## src/rtl/pointer_basic.sv

```systemverilog
`default_nettype none
// ============================================================================
// Module      : pointer_basic
// Description : Running 32-bit accumulator behind a start/done handshake.
//               Each transaction takes one operand on d_i (vld/ack),
//               adds it to a persistent accumulator, and presents the
//               result on d_o (vld/ack).
//               One-hot FSM: READ -> ACCUMULATE -> WRITE.
// Revision    : 1.0 - initial release
// ============================================================================
module pointer_basic #(
    parameter logic [2:0] ap_ST_fsm_state1 = 3'd1,   // IDLE / READ
    parameter logic [2:0] ap_ST_fsm_state2 = 3'd2,   // ACCUMULATE
    parameter logic [2:0] ap_ST_fsm_state3 = 3'd4    // WRITE
) (
    input  logic        ap_clk,
    input  logic        ap_rst,
    input  logic        ap_start,
    output logic        ap_done,
    output logic        ap_idle,
    output logic        ap_ready,
    input  logic [31:0] d_i,
    input  logic        d_i_ap_vld,
    output logic        d_i_ap_ack,
    output logic [31:0] d_o,
    output logic        d_o_ap_vld,
    input  logic        d_o_ap_ack
);

    logic [2:0]  r_state;
    logic [2:0]  w_state_next;
    logic [31:0] r_acc;
    logic [31:0] r_d_i;

    logic        w_in_read;
    logic        w_in_accum;
    logic        w_in_write;
    logic        w_accept;

    assign w_in_read  = (r_state == ap_ST_fsm_state1);
    assign w_in_accum = (r_state == ap_ST_fsm_state2);
    assign w_in_write = (r_state == ap_ST_fsm_state3);

    // An operand is taken only when a start request and valid data coincide in READ
    assign w_accept   = w_in_read & ap_start & d_i_ap_vld;

    // State register: reset forces READ, aborting any transaction in flight
    always_ff @(posedge ap_clk) begin
        if (ap_rst) begin
            r_state <= ap_ST_fsm_state1;
        end else begin
            r_state <= w_state_next;
        end
    end

    // Next-state logic: ACCUMULATE is always a single cycle
    always_comb begin
        w_state_next = r_state;
        case (r_state)
            ap_ST_fsm_state1: begin
                if (w_accept) begin
                    w_state_next = ap_ST_fsm_state2;
                end
            end
            ap_ST_fsm_state2: begin
                w_state_next = ap_ST_fsm_state3;
            end
            ap_ST_fsm_state3: begin
                if (d_o_ap_ack) begin
                    w_state_next = ap_ST_fsm_state1;
                end
            end
            default: begin
                w_state_next = ap_ST_fsm_state1;
            end
        endcase
    end

    // Handshake outputs decoded from the current state and live inputs
    always_comb begin
        d_i_ap_ack = w_accept;
        ap_idle    = w_in_read & ~ap_start;
        d_o_ap_vld = w_in_write;
        ap_done    = w_in_write & d_o_ap_ack;
        ap_ready   = w_in_write & d_o_ap_ack;
    end

    // Accumulator is always visible; consumers qualify it with d_o_ap_vld
    assign d_o = r_acc;

    // Datapath: capture operand in READ, add it (mod 2^32) in ACCUMULATE
    always_ff @(posedge ap_clk) begin
        if (ap_rst) begin
            r_d_i <= 32'd0;
            r_acc <= 32'd0;
        end else begin
            if (w_accept) begin
                r_d_i <= d_i;
            end
            if (w_in_accum) begin
                r_acc <= r_acc + r_d_i;
            end
        end
    end

endmodule
`default_nettype wire

```

## config.mk

```make
export PLATFORM = sky130hd
export DESIGN_NAME = pointer_basic
export DESIGN_NICKNAME = d
export VERILOG_FILES = /design/src/rtl/pointer_basic.sv
export SDC_FILE = /design/constraint.sdc
export NUM_CORES = 1
export LEC_CHECK = 0
export CAP_MARGIN = 20
export CORE_MARGIN = 1.5
export CORE_UTILIZATION = 49
export CTS_BUF_LIST = sky130_fd_sc_hd__clkbuf_8
export CTS_CLUSTER_DIAMETER = 80
export DETAILED_ROUTE_END_ITERATION = 16
export PLACE_DENSITY = 0.78
export SLEW_MARGIN = 20
export SYNTH_ARGS = -nofsm -noshare
export SYNTH_HDL_FRONTEND = slang
export SYNTH_SLANG_ARGS = --single-unit
export TNS_END_PERCENT = 100
```

## constraint.sdc

```tcl
create_clock -name ap_clk -period 2.3 [get_ports ap_clk]
set_input_delay 0.345 -clock ap_clk [delete_from_list [all_inputs] [get_ports ap_clk]]
set_output_delay 0.345 -clock ap_clk [all_outputs]
set_load 0.03 [all_outputs]
```

Yosys cells after proc, flatten, opt, wreduce, memory -nomap -nowiden
Index checks and enable logic that the tools add are counted.

storage, ports and cells
  bits of input ports = 37
  register bits after elaboration = 67
  output and inout bits = 37
  logic and storage cells = 18

operators by class
  eq/ne operators = 5
  add/subtract/negate cells = 1
  bitwise gates (word level) = 5
  reduce and logical (&&, ||, !) cells = 1
  muxes and demuxes = 3

operators by type and width
  cell                                            count
  adder 32 bit                                    1
  one-hot mux 3 bit (3 select lines)              1
  two-way mux 3 bit                               2
  bitwise AND 1 bit                               4
  inequality test 2 bit (second input constant)   2
  == test 3 x 1 -> 1 bit (second input constant)  1
  == test 3 x 2 -> 1 bit (second input constant)  1
  == test 3 bit (second input constant)           1
  AND reduction 2 bit                             1
  inverter 1 bit                                  1

Depth between registers and ports, before layout
Gate-level depths: netlist of the first run.

  depth in word-level cells = 5
  mapped depth = 9
  gate-level depth less buffers = 9

Least setup slack after synthesis of the first run
Ideal clock, no wire load.

  path kind = reg2reg
  from = register r_acc[0], in the netlist d_o[0]
  to = register r_acc[28], in the netlist d_o[28]
  required time = 2.183 ns
  cell stages (with the launch flop) = 10
  period minus slack after synthesis = 2.679 ns
  path buffers = 0
  arrival = 2.562 ns
  slack = -0.379 ns
  library setup time = 0.117 ns
  cell sequence = dfxtp_1 ha_1 fa_1 a21oi_1 a2bb2oi_1 a21oi_1 o2111ai_1 a211oi_1 or3_1 a32o_1

between the ends
  cells in the longest elaborated chain, start to end = 1

ends and longest elaborated chain
  what                      line  RTL
  start: declaration        32    logic [31:0] r_acc;
  start signal: assignment  101   r_acc <= r_acc + r_d_i;
  adder 32 bit              101

Every way passes these cells.
A chain may end at the register's enable or synchronous reset.

Final worst setup path of the first run
  from = register r_acc[20], in the netlist d_o[20]
  to = register r_acc[31], in the netlist d_o[31]

The elaborated chain is that of the path after synthesis.

==> impl_metrics.env, run 1 <==
export IMPL_ys_flop_type="dfxtp_1"
export IMPL_synthXorXnorAreaFrac_pct=3.21
export IMPL_dp_cells=762
export IMPL_synth_top_family_by_area="compound AO/OA/AOI/OAI gates"
export IMPL_boundaryPins=74
export IMPL_ir_drop_uv=325
export IMPL_cts_buffer_depth=2
export IMPL_row_count=33
export IMPL_ys_warn_count=0
export IMPL_fmax_ghz=0.417
export IMPL_final_cells=792
export IMPL_grt_pass1_vias=4304
export IMPL_fin_ws_ns=-0.100
export IMPL_hp_class="in -> reg"
export IMPL_hpwl_um=9420
export IMPL_endpoint="d_o[31]"
export IMPL_io_buffer_count=73
export IMPL_grt_max_degree=46
export IMPL_required_ns=2.54
export IMPL_postRouteWirelength_um=13000
export IMPL_initial_core_util_pct=50.3
export IMPL_startpoint="d_o[20]"
export IMPL_synthTopCellsByArea="dfxtp_1 33%, nand2_1 11%, a21oi_1 9.9%, ha_1 9.5%, o21ai_0 2.4%"
export IMPL_ys_seq_area_share_pct=32.8
export IMPL_nets=751
export IMPL_violations="setup timing"
export IMPL_rr_startpoint="d_o[20]"
export IMPL_r2r_slack_ns=-0.10
export IMPL_total_power_mw=2.44
export IMPL_r2r_cells=9
export IMPL_fin_util_pct=75.7
export IMPL_root_buffer="clkbuf_8"
export IMPL_p_leak_nw=2.51
export IMPL_n_fill_cell=578
export IMPL_synthAdderAreaFrac_pct=9.97
export IMPL_synthSimpleGateAreaFrac_pct=23.0
export IMPL_worst_setup_path_type="reg -> reg"
export IMPL_n_antenna_cell=0
export IMPL_synth_top_area_cell="dfxtp_1"
export IMPL_ys_ff_latch=67
export IMPL_finalWeightedCongestion=0.973
export IMPL_grt_pass1_wl_um=20100
export IMPL_max_stage_delay_ns=0.42
export IMPL_finalCriticalPeriod_ns=2.40
export IMPL_grt_ovfl_total=0
export IMPL_post_route_drc_count=0
export IMPL_clock_skew_ns=0.00895
export IMPL_fp_dieH_um=94.4
export IMPL_hold_buffers=0
export IMPL_setup_viol=5
export IMPL_fin_crit_sh_pct=104
export IMPL_maxCapViolCount=0
export IMPL_end_kind="flip-flop"
export IMPL_path_cells="ha_2 > a21oi_2 > o211ai_1 > a21boi_1 > buf_4 > nand2_1 > o21ai_4 > mux2i_2 > mux2_4"
export IMPL_seq_area_um2=1380
export IMPL_ys_async_sr_fraction_pct=0
export IMPL_cts_tree="yes"
export IMPL_synthTopCellsByCount="116 x nand2_1, 81 x a21oi_1, 67 x dfxtp_1"
export IMPL_drt_first_pass_iters=5
export IMPL_multi_input_area_um2=3000
export IMPL_die_w_um=94.4
export IMPL_synth_mux_area_share_pct=0.765
export IMPL_powerDensity_nw_per_um2=397
export IMPL_syn_inst=532
export IMPL_maxSlewViolCount=0
export IMPL_holdWs_ns=0.430
export IMPL_netlist_area_leader_share_pct=32.8
export IMPL_dp_slack_ns=-0.239
export IMPL_cts_max_level=3
export IMPL_via_per_inst=5.68
export IMPL_postRouteAntennaNets=0
export IMPL_place_area_um2=5640
export IMPL_syn_num_nets=601
export IMPL_cp_slowest_cell="dfxtp_1"
export IMPL_regToRegEndpoint="d_o[31]"
export IMPL_wl_per_cell_um=16.4
export IMPL_worstPathArrival_ns=2.64
export IMPL_final_setup_tns_ns=-0.269
export IMPL_start_kind="flip-flop"
export IMPL_worst_pin_slew_ns=0.714
export IMPL_synth_compound_area_share_pct=26.5
export IMPL_synth_most_common_cell="nand2_1"
export IMPL_avgSynthCellArea_um2=7.69
export IMPL_insertion_delay_ns=0.36
export IMPL_clk_pin_slew_ns=0.08
export IMPL_grt_usage_pct=28.9
export IMPL_vias=4502
export IMPL_rsz0062_at_grt="true"
export IMPL_antenna_found_initial=0
export IMPL_numCtsBuffers=9
export IMPL_status="finished with violations"
export IMPL_synth_area_um2=4090
export IMPL_synth_edf_count=0
export IMPL_core_area_um2=8130
export IMPL_drive_gt1_share_pct=27.2
export IMPL_synth_distinct_cells=60
export IMPL_worstPathMaxFanout=5
export IMPL_drt_initial_drc_count=215
export IMPL_relSlewSlack_pct=52.2
export IMPL_layout_area_overhead_vs_synth_pct=50.6
export IMPL_stdcell_area_um2=6160
export IMPL_clock_sinks=67
export IMPL_final_hold_viol_count=0
export IMPL_die_area_um2=8910
-- state kept, by name, summed over array words and instances (netlist names) --
name and flops:
r_state 3, d_o 32, r_d_i 32
-- logic make-up (layout without fill, tap and decap cells) --
family	count (synthesis)	in the layout
AO/OA/AOI/OAI	172	172
adder cells (fa/ha/maj)	32	32
multiplexers	3	3
XOR/XNOR	15	15
AND/OR/NAND/NOR	207	207
buffers and inverters	36	191
flip-flops	67	67
-- where the power goes --
part,switching (mW),internal [mW]
clock,0.470,0.437
combinational,0.163,0.166
sequential,0.0234,1.18
total,0.656,1.79
-- cell usage in the layout, fill, tap and decap left out, types with 5 or more instances in the layout --
master / synthesis / routed
dfxtp_2: 0 / 15
or3_1: 8 / 7
inv_1: 11 / 14
nor2b_1: 6 / 6
ha_4: 0 / 13
nand3_1: 14 / 11
clkdlybuf4s50_1: 0 / 68
dfxtp_1: 67 / 47
dfxtp_4: 0 / 5
nor3_1: 9 / 8
o21ai_1: 5 / 7
xnor2_1: 11 / 11
a21o_1: 10 / 10
a32o_1: 5 / 5
clkbuf_8: 0 / 11
ha_1: 31 / 15
nand4_1: 5 / 5
a21oi_2: 0 / 7
o21ai_0: 20 / 14
nor2_1: 25 / 25
buf_4: 1 / 88
a21oi_1: 81 / 72
nand2_1: 116 / 115
-- layout make-up --
class	count	area share, %
multi-input cells	429	48.8
well taps	105	2.13
clock buffers	11	2.46
flip-flops and latches	67	22.4
inverters	11	0.670
clock inverters	5	0.386
repair buffers	164	23.2
-- repair_timing --
item | in CTS | in global routing
gates resized for setup | 22 | 37
pin swaps | 14 | 25
setup endpoints to repair | 8 | 15
buffers inserted | 3 | 12
-- critical path: cells and delay by family, from the launching register on --
family | cells | cell delay, ns
compound gates | 4 | 0.67
fa+ha+maj | 1 | 0.34
mux | 2 | 0.60
simple gates | 1 | 0.08
flops | 1 | 0.42
buf+inv | 1 | 0.16
-- worst min-delay path by stage --
stage	start	to	depth (start not counted)
floorplan	r_d_i[11]	r_d_i[11]	2
global placement	r_d_i[29]	r_d_i[29]	2
detailed placement	r_d_i[29]	r_d_i[29]	2
CTS	ap_rst	d_o[22]	2
global route	ap_rst	r_d_i[28]	2
finish	ap_rst	r_d_i[26]	2
-- per-layer routing --
metal | routed length (um) | vias to the layer above | track usage (%)
li1 | - | 2204 | -
met1 | 5740 | 2113 | 36.0
met2 | 6360 | 159 | 49.8
met3 | 645 | 26 | 3.54
met4 | 286 | 0 | 12.9
met5 | 0 | - | 0
Power figures use the tool's default switching activity.
==> run 2, diff against run 1 <==
- SLEW_MARGIN: 20 -> unset
==> results of run 2 <==
No change in the layout: final DEF, timing and power equal those of run 1.
